<file path="src/rtl/div_unit_pkg.sv">
// Shared EX-stage definitions: ALU control codes and divider state encodings.
package div_unit_pkg;

    localparam logic [4:0] ADD_CONTROL  = 5'b00010;
    localparam logic [4:0] DIV_CONTROL  = 5'b01110;
    localparam logic [4:0] DIVU_CONTROL = 5'b01111;

    localparam int DIV_CYCLES = 32;

    typedef enum logic [1:0] {
        DIV_IDLE  = 2'd0,
        DIV_BUSY  = 2'd1,
        DIV_DZERO = 2'd2,
        DIV_DONE  = 2'd3
    } div_state_e;

endpackage

</file>
<file path="src/rtl/div_unit_if.sv">
// EX-stage <-> divider handshake: request from the decoder side, stall/done/results back.
interface div_unit_if #(parameter int WIDTH = 32);

    logic             en;
    logic [4:0]       alucontrol;
    logic [WIDTH-1:0] a;
    logic [WIDTH-1:0] b;
    logic             cancel;
    logic             stall_div;
    logic             done;
    logic [WIDTH-1:0] hi_out;
    logic [WIDTH-1:0] lo_out;

    modport master (
        output en, alucontrol, a, b, cancel,
        input  stall_div, done, hi_out, lo_out
    );

    modport slave (
        input  en, alucontrol, a, b, cancel,
        output stall_div, done, hi_out, lo_out
    );

endinterface

</file>
<file path="src/rtl/div_unit.sv">
// Multi-cycle radix-2 restoring divider (DIV/DIVU), quotient to LO, remainder to HI.
module div_unit
    import div_unit_pkg::*;
#(
    parameter int WIDTH = 32
) (
    input logic       clk,
    input logic       rst,
    div_unit_if.slave bus
);

    localparam int CW = $clog2(WIDTH);

    div_state_e       state_q, state_d;
    logic [CW-1:0]    cnt_q, cnt_d;
    logic [WIDTH-1:0] quo_q, quo_d;
    logic [WIDTH-1:0] rem_q, rem_d;
    logic [WIDTH-1:0] dvs_q, dvs_d;
    logic             qneg_q, qneg_d;
    logic             rneg_q, rneg_d;
    logic [WIDTH-1:0] hi_q, hi_d;
    logic [WIDTH-1:0] lo_q, lo_d;
    logic             done_q, done_d;

    logic             is_div, sgn, start;
    logic [WIDTH:0]   trial;

    function automatic logic [WIDTH-1:0] neg_if(input logic n, input logic [WIDTH-1:0] v);
        return n ? -v : v;
    endfunction

    always_comb begin
        is_div = (bus.alucontrol == DIV_CONTROL) || (bus.alucontrol == DIVU_CONTROL);
        sgn    = (bus.alucontrol == DIV_CONTROL);
        start  = bus.en && is_div && (state_q == DIV_IDLE) && !bus.cancel && !rst;
        // Shifted-in partial remainder is WIDTH+1 bits; MSB of the difference is the borrow.
        trial  = {rem_q, quo_q[WIDTH-1]} - {1'b0, dvs_q};

        state_d = state_q;
        cnt_d   = cnt_q;
        quo_d   = quo_q;
        rem_d   = rem_q;
        dvs_d   = dvs_q;
        qneg_d  = qneg_q;
        rneg_d  = rneg_q;
        hi_d    = hi_q;
        lo_d    = lo_q;
        done_d  = 1'b0;

        case (state_q)
            DIV_IDLE: begin
                if (start) begin
                    qneg_d = sgn && (bus.a[WIDTH-1] ^ bus.b[WIDTH-1]);
                    rneg_d = sgn && bus.a[WIDTH-1];
                    rem_d  = '0;
                    cnt_d  = '0;
                    dvs_d  = neg_if(sgn && bus.b[WIDTH-1], bus.b);
                    if (bus.b == '0) begin
                        // Divide-by-zero keeps the raw dividend for HI.
                        quo_d   = bus.a;
                        state_d = DIV_DZERO;
                    end else begin
                        quo_d   = neg_if(sgn && bus.a[WIDTH-1], bus.a);
                        state_d = DIV_BUSY;
                    end
                end
            end
            DIV_BUSY: begin
                cnt_d = cnt_q + 1'b1;
                if (!trial[WIDTH]) begin
                    rem_d = trial[WIDTH-1:0];
                    quo_d = {quo_q[WIDTH-2:0], 1'b1};
                end else begin
                    rem_d = {rem_q[WIDTH-2:0], quo_q[WIDTH-1]};
                    quo_d = {quo_q[WIDTH-2:0], 1'b0};
                end
                if (cnt_q == CW'(WIDTH - 1)) begin
                    lo_d    = neg_if(qneg_q, quo_d);
                    hi_d    = neg_if(rneg_q, rem_d);
                    done_d  = 1'b1;
                    state_d = DIV_DONE;
                end
            end
            DIV_DZERO: begin
                lo_d    = '1;
                hi_d    = quo_q;
                done_d  = 1'b1;
                state_d = DIV_DONE;
            end
            default: state_d = DIV_IDLE;
        endcase

        if (bus.cancel && state_q != DIV_IDLE) begin
            state_d = DIV_IDLE;
            done_d  = 1'b0;
            hi_d    = hi_q;
            lo_d    = lo_q;
        end
    end

    always_ff @(posedge clk or posedge rst) begin
        if (rst) begin
            state_q <= DIV_IDLE;
            cnt_q   <= '0;
            quo_q   <= '0;
            rem_q   <= '0;
            dvs_q   <= '0;
            qneg_q  <= 1'b0;
            rneg_q  <= 1'b0;
            hi_q    <= '0;
            lo_q    <= '0;
            done_q  <= 1'b0;
        end else begin
            state_q <= state_d;
            cnt_q   <= cnt_d;
            quo_q   <= quo_d;
            rem_q   <= rem_d;
            dvs_q   <= dvs_d;
            qneg_q  <= qneg_d;
            rneg_q  <= rneg_d;
            hi_q    <= hi_d;
            lo_q    <= lo_d;
            done_q  <= done_d;
        end
    end

    assign bus.stall_div = start || (state_q == DIV_BUSY) || (state_q == DIV_DZERO);
    assign bus.done      = done_q;
    assign bus.hi_out    = hi_q;
    assign bus.lo_out    = lo_q;

endmodule

</file>
<file path="src/flat_wrapper.sv">
// flat-port wrapper written by rule: the top's interface ports become plain ports
module div_unit_flat import div_unit_pkg::*;
#(
    parameter int WIDTH = 32
)
  (clk, rst, bus_en, bus_alucontrol, bus_a, bus_b, bus_cancel, bus_stall_div, bus_done, bus_hi_out, bus_lo_out);
  div_unit_if #(.WIDTH(WIDTH)) bus_i ();
  input logic clk;
  input logic rst;
  input wire logic [$bits(bus_i.en)-1:0] bus_en;
  input wire logic [$bits(bus_i.alucontrol)-1:0] bus_alucontrol;
  input wire logic [$bits(bus_i.a)-1:0] bus_a;
  input wire logic [$bits(bus_i.b)-1:0] bus_b;
  input wire logic [$bits(bus_i.cancel)-1:0] bus_cancel;
  output wire logic [$bits(bus_i.stall_div)-1:0] bus_stall_div;
  output wire logic [$bits(bus_i.done)-1:0] bus_done;
  output wire logic [$bits(bus_i.hi_out)-1:0] bus_hi_out;
  output wire logic [$bits(bus_i.lo_out)-1:0] bus_lo_out;
  assign bus_i.en = bus_en;
  assign bus_i.alucontrol = bus_alucontrol;
  assign bus_i.a = bus_a;
  assign bus_i.b = bus_b;
  assign bus_i.cancel = bus_cancel;
  assign bus_stall_div = bus_i.stall_div;
  assign bus_done = bus_i.done;
  assign bus_hi_out = bus_i.hi_out;
  assign bus_lo_out = bus_i.lo_out;
  div_unit #(.WIDTH(WIDTH)) u_core (.clk(clk), .rst(rst), .bus(bus_i));
endmodule
</file>
<file path="config.mk">
export PLATFORM = sky130hd
export DESIGN_NAME = div_unit_flat
export DESIGN_NICKNAME = d
export VERILOG_FILES = /design/src/rtl/div_unit_pkg.sv /design/src/rtl/div_unit_if.sv /design/src/rtl/div_unit.sv /design/src/flat_wrapper.sv
export SDC_FILE = /design/constraint.sdc
export NUM_CORES = 1
export LEC_CHECK = 0
export CAP_MARGIN = 5
export CORE_MARGIN = 4
export CORE_UTILIZATION = 52
export DETAILED_ROUTE_END_ITERATION = 8
export MAX_ROUTING_LAYER = met4
export PLACE_DENSITY = 0.78
export RECOVER_POWER = 100
export SLEW_MARGIN = 20
export SYNTH_ARGS = -nofsm -noshare
export SYNTH_HDL_FRONTEND = slang
export SYNTH_SLANG_ARGS = --single-unit
export TNS_END_PERCENT = 1
</file>
<file path="constraint.sdc">
create_clock -name clk -period 7 [get_ports clk]
set_clock_uncertainty 0.15 [all_clocks]
set_input_delay 2.1 -clock clk [delete_from_list [all_inputs] [get_ports clk]]
set_output_delay 2.1 -clock clk [all_outputs]
set_load 0.02 [all_outputs]
</file>
==> results.sh, run 1 <==
export IMPL_layout_setup_ws_ns=0.480
export IMPL_drtIter0Drc=1201
export IMPL_relSlewSlack_pct=-132
export IMPL_syn_to_final_growth_pct=16.5
export IMPL_ys_async_sr_fraction_pct=100
export IMPL_utilization_pct=61.6
export IMPL_route_detailed_drc=0
export IMPL_synth_area_leaders="dfrtp_1, xor2_1, o21ai_0"
export IMPL_cts_buffer_depth=2
export IMPL_fp_dieArea_um2=26400
export IMPL_clk_latency_ns=0.44
export IMPL_slowest_delay_ns=0.73
export IMPL_hold_buffers=0
export IMPL_dp_slack_ns=0.541
export IMPL_cts_sinks=170
export IMPL_yosysTopAreaCell="dfrtp_1"
export IMPL_globalRoute_totalOverflow=0
export IMPL_critPathRequiredTime_ns=4.75
export IMPL_grt_max_degree=90
export IMPL_antenna_cells=0
export IMPL_seqPwrFrac_pct=23.2
export IMPL_cts_setup_buffers=0
export IMPL_use_met3_pct=4.76
export IMPL_p_sw_mw=4.20
export IMPL_gp_congestion=0.945
export IMPL_htreeDepth=4
export IMPL_grt_first_pass_wirelength_um=59100
export IMPL_path_max_fanout=2
export IMPL_p_int_mw=3.88
export IMPL_drt_antenna_violating_nets=0
export IMPL_crit_chain="dlygate4sd3_1 -> nand2b_1 -> or4_2 -> nand3_1 -> dlygate4sd3_1"
export IMPL_finalCritPeriodShare_pct=93.1
export IMPL_max_freq_mhz=153
export IMPL_worstSetupPathType="in2out"
export IMPL_synth_ff_type="dfrtp_1"
export IMPL_first_pass_iters=6
export IMPL_fin_nets=1703
export IMPL_num_vias=11783
export IMPL_dpl_hpwl_um=27100
export IMPL_syn_area_per_cell_um2=8.28
export IMPL_ys_types=94
export IMPL_tightest_slew_ns=3.48
export IMPL_die_h_um=162
export IMPL_seq_area_frac_synth_pct=34.3
export IMPL_synth_area_um2=12400
export IMPL_grtUsageTotal_pct=28.4
export IMPL_finish_instance_area_um2=14500
export IMPL_fill_cells=2030
export IMPL_crit_top_cell="dlygate4sd3_1"
export IMPL_slowest_stage="dlygate4sd3_1"
export IMPL_cts_root_buf="clkbuf_16"
export IMPL_grt_pass1_vias=11462
export IMPL_ios=139
export IMPL_die_width_um=162
export IMPL_yosysWarningCount=0
export IMPL_crit_path_end_kind="output port"
export IMPL_grt_setup_unrepaired="false"
export IMPL_drv_slew=201
export IMPL_cp_start_kind="input port"
export IMPL_gr_usage_met1_pct=37.9
export IMPL_grtUsageMet2_pct=44.7
export IMPL_port_buffers=138
export IMPL_vias_per_cell=6.14
export IMPL_drv_cap=3
export IMPL_violations="max-capacitance violations, max-slew violations"
export IMPL_tns_ns=0
export IMPL_status="finished with violations"
export IMPL_postPlaceCellArea_um2=13900
export IMPL_synth_fp_nets=1616
export IMPL_synth_edf_count=0
export IMPL_yosys_register_bits=170
export IMPL_post_route_min_period_ns=6.52
export IMPL_setup_viol=0
export IMPL_core_area_um2=23500
export IMPL_cts_tree="yes"
export IMPL_initial_core_util_pct=52.9
export IMPL_cts_repair_resized=0
export IMPL_clk_pin_slew_ns=0.07
export IMPL_rows=56
export IMPL_hp_class="reg2reg"
export IMPL_leakagePower_nw=5.93
export IMPL_power_frac_comb_pct=65.0
export IMPL_numCtsBuffers=17
export IMPL_grt_busiest_layer="met2"
export IMPL_hold_viol_final=0
export IMPL_p_sw_share_pct=52.0
export IMPL_synth_cells=1499
export IMPL_clkPwrFrac_pct=11.7
export IMPL_cp_arrival_ns=4.27
export IMPL_cpLargestDelayFamily="buffers and inverters"
export IMPL_power_density_nw_per_um2=559
export IMPL_synth_top_area_share_pct=34.3
export IMPL_critical_path_buf_inv_count=2
export IMPL_drive_gt1_share_pct=4.88
export IMPL_grt_antenna_before_repair=0
export IMPL_routed_wl_um=36500
export IMPL_routedWlPerCell_um=19.0
export IMPL_vdd_ir_drop_max_v=0.000404
==> cell usage after synthesis, drive strengths merged (8+ instances only) <==
cell type and instances:
xnor2 47, o31ai 25, and2 13, xor2 85, or4 14, or2 9, nor4 15, nor3 25
a22oi 30, a31oi 14, nand2 162, o211ai 9, a211oi 12, nand4 13, o41ai 14, ha 43
and3 11, o21a 10, a21oi 126, a21boi 8, or3 19, a21o 13, nand2b 11, clkbuf 64
o21ai 179, inv 60, dfrtp 170, nor2 124, nand3 29, mux2i 35, buf 19
==> logic make-up after synthesis <==
group                    after synthesis  synth area share, %
buffers and inverters                143                 4.81
AND/OR/NAND/NOR                      480                 19.0
AO/OA/AOI/OAI                        492                 24.9
XOR/XNOR                             132                 9.32
adder cells (fa/ha/maj)               44                 4.50
flip-flops                           170                 34.3
multiplexers                          38                 3.19
==> routing by layer <==
| layer | vias up | routed length, um |
|---|---|---|
| li1 | 5592 | - |
| met1 | 5644 | 16000 |
| met2 | 472 | 17200 |
| met3 | 75 | 2320 |
| met4 | 0 | 976 |
| met5 | - | 0 |
==> worst register-to-register path, stage by stage (launching register included) <==
cell and delay, ns:
dfrtp_1 0.61, inv_1 0.10, ha_1 0.22, fa_1 0.40
nand2b_2 0.21, a211oi_1 0.81, o21ai_2 0.24, a21oi_1 0.29
mux2i_1 0.68, or2_2 0.28, clkbuf_2 1.03, a21oi_1 0.34
a21oi_1 0.37, a21oi_1 0.11, nor4_1 0.30, o21ai_0 0.15
==> placed cells by master, fill, tap and decap left out, types with 10 or more instances in the layout <==
cell type / n
a211oi_1: 11
a21o_1: 13
a21oi_1: 123
a22oi_1: 30
a31oi_1: 14
and2_1: 13
and3_1: 11
clkbuf_16: 17
clkdlybuf4s50_1: 70
dfrtp_1: 170
dlygate4sd3_1: 68
ha_1: 43
inv_1: 58
mux2i_1: 34
nand2_1: 161
nand2b_1: 10
nand3_1: 29
nand4_1: 12
nor2_1: 122
nor3_1: 22
nor4_1: 14
o21a_1: 10
o21ai_0: 160
o21ai_1: 18
o31ai_1: 25
o41ai_1: 13
or3_1: 19
or4_1: 11
xnor2_1: 47
xor2_1: 85
==> path summary, 6_finish.rpt <==
path,slack [ns],depth (start not counted),end,startpoint
worst min-delay path,0.33,2,u_core.dvs_q[22],u_core.dvs_q[22]
worst min register to register,0.33,2,u_core.dvs_q[22],u_core.dvs_q[22]
worst max register to register,0.59,15,u_core.bus.hi_out[29],u_core.quo_q[31]
min in group asynchronous,3.27,2,u_core.bus.done,rst
max in group asynchronous,1.12,3,u_core.bus.lo_out[23],rst
worst max-delay path,0.48,5,bus_stall_div,bus_cancel
==> per-stage QoR <==
stage | instances | total power, mW | hold WS [ns]
6_report | 1918 | 8.08 | 0.330
5_1_grt | 1918 | 8.69 | 0.365
4_1_cts | 1918 | 8.12 | 0.336
3_5_place_dp | 1886 | 7.13 | 0.320
3_3_place_gp | 1886 | 7.02 | 0.315
2_1_floorplan | 1499 | 5.63 | 0.300
==> flip-flops by register name (all words and copies together) (netlist names) <==
register           count
u_core.bus.done        1
u_core.bus.hi_out     32
u_core.bus.lo_out     32
u_core.cnt_q           5
u_core.dvs_q          32
u_core.qneg_q          1
u_core.quo_q          32
u_core.rem_q          32
u_core.rneg_q          1
u_core.state_q         2
==> layout make-up <==
| type | instances | area [um2] | area share [%] |
|---|---|---|---|
| multi-input cells | 1186 | 7530 | 52.1 |
| inverters | 60 | 228 | 1.58 |
| well taps | 319 | 399 | 2.76 |
| repair buffers | 151 | 1460 | 10.1 |
| clock inverters | 13 | 134 | 0.926 |
| flip-flops and latches | 170 | 4250 | 29.4 |
| clock buffers | 19 | 443 | 3.06 |
==> power groups by stage <==
stage / Sequential (mW) / Combinational (mW) / Clock [mW]
after global routing: 1.91 / 5.78 / 1.00
after global placement: 1.87 / 5.15 / 0
final: 1.88 / 5.25 / 0.949
after floorplan: 1.88 / 3.75 / 0
after CTS: 1.86 / 5.30 / 0.959
after detailed placement: 1.88 / 5.26 / 0
Power figures use the tool's default switching activity.
==> run 2: changes to the inputs <==
--- a/config.mk
+++ b/config.mk
@@ -7,10 +7,11 @@
 export LEC_CHECK = 0
 export CAP_MARGIN = 5
 export CORE_MARGIN = 4
-export CORE_UTILIZATION = 52
+export CORE_UTILIZATION = 53
+export CTS_BUF_LIST = sky130_fd_sc_hd__clkbuf_2 sky130_fd_sc_hd__clkbuf_4 sky130_fd_sc_hd__clkbuf_8
 export DETAILED_ROUTE_END_ITERATION = 8
 export MAX_ROUTING_LAYER = met4
-export PLACE_DENSITY = 0.78
+export PLACE_DENSITY = 0.79
 export RECOVER_POWER = 100
 export SLEW_MARGIN = 20
 export SYNTH_ARGS = -nofsm -noshare
==> run 2 against run 1 <==
Combinational power grew 1%. Die area shrank 1.8%. Largest power group unchanged. Worst hold slack gained 0.0056 ns. Register-to-register slack gained 0.20 ns. Sequential cell count is the same. Cell area shrank 1.2%. Critical path depth is the same. The run still ends with max-capacitance violations, max-slew violations left. Setup slack gained 0.10 ns. Clock power shrank 20%. Final cell count shrank 0.31%. Sequential share of layout area grew 0.36 points. Sequential power is essentially flat.
==> results.sh, run 2 (same netlist as run 1, synthesis figures left out) <==
export IMPL_vdd_ir_drop_max_v=0.000344
export IMPL_syn_to_final_growth_pct=15.1
export IMPL_fin_nets=1704
export IMPL_cts_root_buf="clkbuf_8"
export IMPL_drive_gt1_share_pct=4.82
export IMPL_dpl_hpwl_um=28000
export IMPL_hold_viol_final=0
export IMPL_cts_repair_resized=0
export IMPL_die_width_um=161
export IMPL_initial_core_util_pct=54.3
export IMPL_worstSetupPathType="in2out"
export IMPL_num_vias=11814
export IMPL_drt_antenna_violating_nets=0
export IMPL_finish_instance_area_um2=14300
export IMPL_grt_max_degree=113
export IMPL_route_detailed_drc=0
export IMPL_post_route_min_period_ns=6.42
export IMPL_htreeDepth=4
export IMPL_rows=55
export IMPL_clk_pin_slew_ns=0.11
export IMPL_cts_setup_buffers=0
export IMPL_crit_chain="dlygate4sd3_1 -> nand2b_1 -> or4_2 -> nand3_1 -> dlygate4sd3_1"
export IMPL_crit_top_cell="dlygate4sd3_1"
export IMPL_port_buffers=138
export IMPL_grtUsageTotal_pct=28.9
export IMPL_seqPwrFrac_pct=23.6
export IMPL_slowest_delay_ns=0.70
export IMPL_core_area_um2=22800
export IMPL_max_freq_mhz=156
export IMPL_routed_wl_um=37200
export IMPL_first_pass_iters=6
export IMPL_cts_tree="yes"
export IMPL_cts_buffer_depth=2
export IMPL_clk_latency_ns=0.48
export IMPL_hp_start="u_core.bus.hi_out[11]"
export IMPL_die_h_um=161
export IMPL_cp_start_kind="input port"
export IMPL_status="finished with violations"
export IMPL_antenna_cells=0
export IMPL_p_sw_mw=4.26
export IMPL_routedWlPerCell_um=19.4
export IMPL_grt_antenna_before_repair=0
export IMPL_globalRoute_totalOverflow=0
export IMPL_cpLargestDelayFamily="buffers and inverters"
export IMPL_drtIter0Drc=1231
export IMPL_drv_cap=3
export IMPL_p_int_mw=3.70
export IMPL_layout_setup_ws_ns=0.584
export IMPL_postPlaceCellArea_um2=13900
export IMPL_relSlewSlack_pct=-92.0
export IMPL_grt_setup_unrepaired="false"
export IMPL_clkPwrFrac_pct=9.6
export IMPL_violations="max-capacitance violations, max-slew violations"
export IMPL_numCtsBuffers=17
export IMPL_crit_path_end_kind="output port"
export IMPL_cts_sinks=170
export IMPL_leakagePower_nw=5.86
export IMPL_setup_viol=0
export IMPL_cp_arrival_ns=4.17
export IMPL_finalCritPeriodShare_pct=91.7
export IMPL_gp_congestion=0.985
export IMPL_hp_class="reg2reg"
export IMPL_path_max_fanout=2
export IMPL_power_density_nw_per_um2=557
export IMPL_fp_dieArea_um2=25900
export IMPL_critPathRequiredTime_ns=4.75
export IMPL_dp_slack_ns=0.690
export IMPL_critPathLaunch="bus_cancel"
export IMPL_critical_path_buf_inv_count=2
export IMPL_r2r_start="u_core.quo_q[31]"
export IMPL_tightest_slew_ns=2.88
export IMPL_whs_ns=0.335
export IMPL_slowest_stage="dlygate4sd3_1"
export IMPL_ios=139
export IMPL_grt_pass1_vias=11116
export IMPL_p_sw_share_pct=53.5
export IMPL_power_frac_comb_pct=66.8
export IMPL_mostFrequentLayoutCells="dfrtp_1, nand2_1, o21ai_0"
export IMPL_vias_per_cell=6.18
export IMPL_drv_slew=195
export IMPL_grt_first_pass_wirelength_um=59300
export IMPL_hold_buffers=0
export IMPL_tns_ns=0
export IMPL_layout_commonest_cell="dfrtp_1"
run 2: cell count changes in the layout (fill, tap and decap cells not counted), moves of 2 or more:
cell	before	now
clkinv_4	3	0
clkbuf_16	17	0
clkinvlp_4	2	4
inv_6	4	2
inv_8	2	5
clkbuf_8	1	17
run 2: routing by layer:
layer / track usage, % / vias up / share of wire, %
met4: 8.14 / 0 / 2.6
met1: 40.8 / 5634 / 44
li1: - / 5583 / -
met2: 43.0 / 519 / 45
met5: - / - / 0
met3: 5.33 / 78 / 8.4
run 2: worst paths after layout:
| kind | end | slack, ns | depth (start not counted) |
|---|---|---|---|
| setup / recovery | bus_stall_div | 0.58 | 5 |
| hold / removal | u_core.bus.hi_out[11] | 0.34 | 2 |
| setup reg to reg | u_core.bus.hi_out[29] | 0.79 | 14 |
| hold reg to reg | u_core.bus.hi_out[11] | 0.34 | 2 |
| max in group asynchronous | u_core.quo_q[25] | 1.38 | 4 |
| min in group asynchronous | u_core.quo_q[1] | 2.23 | 2 |
run 2: area by class of cell:
cell class                      instances  area [um2]
Fill cell                            2076        8570
Multi-Input combinational cell       1186        7520
Sequential cell                       170        4250
Timing Repair Buffer                  152        1470
Tap cell                              313         392
Clock buffer                           17         234
Inverter                               60         229
Clock inverter                         14         180
run 2: worst min-delay path, stage by stage, from the launching register on:
cell and delay [ns]:
dfrtp_1 0.35, nand2_1 0.05, o21ai_0 0.06
run 2: power groups by stage:
| stage | combinational, mW | clock, mW | sequential (mW) |
|---|---|---|---|
| after floorplan | 3.75 | 0 | 1.88 |
| after detailed placement | 5.33 | 0 | 1.88 |
| after global routing | 5.83 | 0.802 | 1.91 |
| after CTS | 5.37 | 0.764 | 1.86 |
| after global placement | 5.23 | 0 | 1.87 |
| final | 5.32 | 0.760 | 1.88 |
run 2: per-stage QoR:
step	std cells	util [%]	total power [mW]
floorplan	1499	-	5.63
global placement	1880	61.0	7.09
detailed placement	1880	61.0	7.21
CTS	1911	62.8	7.99
global route	1912	62.5	8.54
finish	1912	62.5	7.96
==> run 3: changes to the inputs <==
--- a/config.mk
+++ b/config.mk
@@ -6,10 +6,11 @@
 export NUM_CORES = 1
 export LEC_CHECK = 0
 export CAP_MARGIN = 5
-export CORE_MARGIN = 4
+export CORE_MARGIN = 5
 export CORE_UTILIZATION = 53
 export CTS_BUF_LIST = sky130_fd_sc_hd__clkbuf_2 sky130_fd_sc_hd__clkbuf_4 sky130_fd_sc_hd__clkbuf_8
 export DETAILED_ROUTE_END_ITERATION = 8
+export GPL_TIMING_DRIVEN = 0
 export MAX_ROUTING_LAYER = met4
 export PLACE_DENSITY = 0.79
 export RECOVER_POWER = 100
==> run 3 against run 2 <==
The flow still finishes with violations (max-capacitance violations, max-slew violations). Sequential share of layout area decreased by 0.59 points. Clock-buffer cell count unchanged. Non-clock buffer count increased by 69. Via count increased by 5.7%. Utilization increased by 0.13 points. Sequential cell count unchanged. Wire length increased by 10%. Critical path type unchanged. Highest routed layer unchanged.
==> results.sh, run 3 (same netlist as run 1, synthesis figures left out) <==
export IMPL_tightest_slew_ns=3.09
export IMPL_drv_slew=69
export IMPL_cpLargestDelayFamily="buffers and inverters"
export IMPL_mostFrequentLayoutCells="dfrtp_1, nand2_1, o21ai_0"
export IMPL_slowest_stage="clkdlybuf4s50_1"
export IMPL_worstSetupPathType="in2out"
export IMPL_seqPwrFrac_pct=21.9
export IMPL_grt_setup_unrepaired="false"
export IMPL_layout_setup_ws_ns=0.109
export IMPL_clkPwrFrac_pct=9.3
export IMPL_port_buffers=138
export IMPL_first_pass_iters=7
export IMPL_layout_commonest_cell="dfrtp_1"
export IMPL_status="finished with violations"
export IMPL_cts_buffer_depth=2
export IMPL_path_max_fanout=19
export IMPL_globalRoute_totalOverflow=0
export IMPL_fill_cells=2113
export IMPL_dpl_hpwl_um=31900
export IMPL_hp_start="u_core.bus.hi_out[7]"
export IMPL_whs_ns=0.340
export IMPL_crit_path_end="bus_stall_div"
export IMPL_drv_cap=1
export IMPL_dp_slack_ns=-0.438
export IMPL_grt_antenna_before_repair=0
export IMPL_seqCellArea_um2=4250
export IMPL_critPathLaunch="bus_cancel"
export IMPL_clk_pin_slew_ns=0.10
export IMPL_gp_congestion=1.02
export IMPL_crit_chain="dlygate4sd3_1 -> nand2b_1 -> or4_1 -> clkbuf_1 -> clkbuf_4 -> nand3_1 -> clkdlybuf4s50_1"
export IMPL_hold_buffers=0
export IMPL_power_frac_comb_pct=68.8
export IMPL_cts_root_buf="clkbuf_8"
export IMPL_route_detailed_drc=0
export IMPL_multi_input_area_um2=7520
export IMPL_p_int_mw=3.75
export IMPL_post_route_min_period_ns=6.89
export IMPL_fin_nets=1773
export IMPL_reg2reg_to="u_core.bus.hi_out[28]"
export IMPL_cp_start_kind="input port"
export IMPL_leakagePower_nw=5.95
export IMPL_cp_arrival_ns=4.64
export IMPL_power_density_nw_per_um2=566
export IMPL_critical_path_buf_inv_count=4
export IMPL_crit_path_end_kind="output port"
export IMPL_crit_cells=7
export IMPL_critPathRequiredTime_ns=4.75
export IMPL_fp_dieArea_um2=26600
export IMPL_hold_viol_final=0
export IMPL_die_width_um=163
export IMPL_finalCritPeriodShare_pct=98.4
export IMPL_cts_tree="yes"
export IMPL_p_sw_mw=4.49
export IMPL_die_h_um=163
export IMPL_core_area_um2=23300
export IMPL_max_freq_mhz=145
export IMPL_num_vias=12492
export IMPL_vdd_ir_drop_max_v=0.000302
export IMPL_finalPower_mw=8.24
export IMPL_vias_per_cell=6.28
export IMPL_r2r_start="u_core.quo_q[31]"
export IMPL_numCtsBuffers=17
export IMPL_utilization_pct=62.6
export IMPL_relSlewSlack_pct=-107
export IMPL_initial_core_util_pct=53.3
export IMPL_slowest_delay_ns=0.63
export IMPL_grt_max_degree=104
export IMPL_hp_class="reg2reg"
export IMPL_p_sw_share_pct=54.4
export IMPL_antenna_cells=0
export IMPL_cts_sinks=170
export IMPL_violations="max-capacitance violations, max-slew violations"
export IMPL_grtUsageTotal_pct=31.5
export IMPL_grt_pass1_vias=11992
export IMPL_drive_gt1_share_pct=4.43
export IMPL_drt_antenna_violating_nets=0
export IMPL_grt_first_pass_wirelength_um=64200
export IMPL_routedWlPerCell_um=20.6
export IMPL_ios=139
export IMPL_htreeDepth=4
export IMPL_drtIter0Drc=1436
export IMPL_setup_viol=0
export IMPL_syn_to_final_growth_pct=17.4
export IMPL_rows=56
export IMPL_clk_latency_ns=0.49
export IMPL_r2r_cells=22
export IMPL_routed_wl_um=41000
export IMPL_rrSetupSlack_ns=0.27
-- run 3: metal layers --
metal / part of all wire [%] / vias up / global-route usage, % / wire length [um]
li1: - / 5723 / - / -
met2: 46 / 620 / 47.7 / 18700
met5: 0 / - / - / 0
met4: 2.4 / 0 / 8.65 / 970
met1: 43 / 6071 / 44.0 / 17600
met3: 9.2 / 78 / 5.39 / 3780
-- run 3: repair_timing --
item                                    CTS  global route
setup buffers                             0             0
resized for setup                         2             0
endpoints found under the setup margin    1             0
-- run 3: area by class of cell --
class / count / area share, %
Multi-Input combinational cell: 1186 / 51.6
Sequential cell: 170 / 29.2
Timing Repair Buffer: 139 / 9.53
Tap cell: 319 / 2.74
Buffer: 82 / 2.42
Clock buffer: 17 / 1.61
Inverter: 60 / 1.57
Clock inverter: 15 / 1.33
-- run 3: how the worst min path moves through the flow --
stage / end / slack, ns / cells after the start
2_1_floorplan: u_core.dvs_q[10] / 0.30 / 2
3_3_place_gp: u_core.dvs_q[25] / 0.32 / 2
3_5_place_dp: u_core.dvs_q[16] / 0.32 / 2
4_1_cts: u_core.dvs_q[16] / 0.34 / 2
5_1_grt: u_core.dvs_q[25] / 0.37 / 2
6_report: u_core.bus.hi_out[7] / 0.34 / 2
-- run 3: worst min-delay path, cell delays in order (launching register included) --
cell and delay (ns):
dfrtp_1 0.36, nand2_1 0.04, o21ai_0 0.06
-- run 3: metrics by stage --
stage / instances / instance area, um2 / setup TNS [ns]
CTS: 1988 / 14700 / 0
global route: 1988 / 14600 / 0
finish: 1988 / 14600 / 0
global placement: 1956 / 14200 / -363.71
detailed placement: 1957 / 14200 / -0.438
floorplan: 1499 / 12400 / 0
-- run 3: power by group through the flow --
| stage | registers, mW | clock network [mW] | logic, mW |
|---|---|---|---|
| 3_5_place_dp | 1.81 | 0 | 5.63 |
| 4_1_cts | 1.80 | 0.765 | 5.66 |
| 3_3_place_gp | 1.81 | 0 | 5.53 |
| 5_1_grt | 1.84 | 0.802 | 6.15 |
| 2_1_floorplan | 1.88 | 0 | 3.75 |
| 6_report | 1.81 | 0.767 | 5.67 |
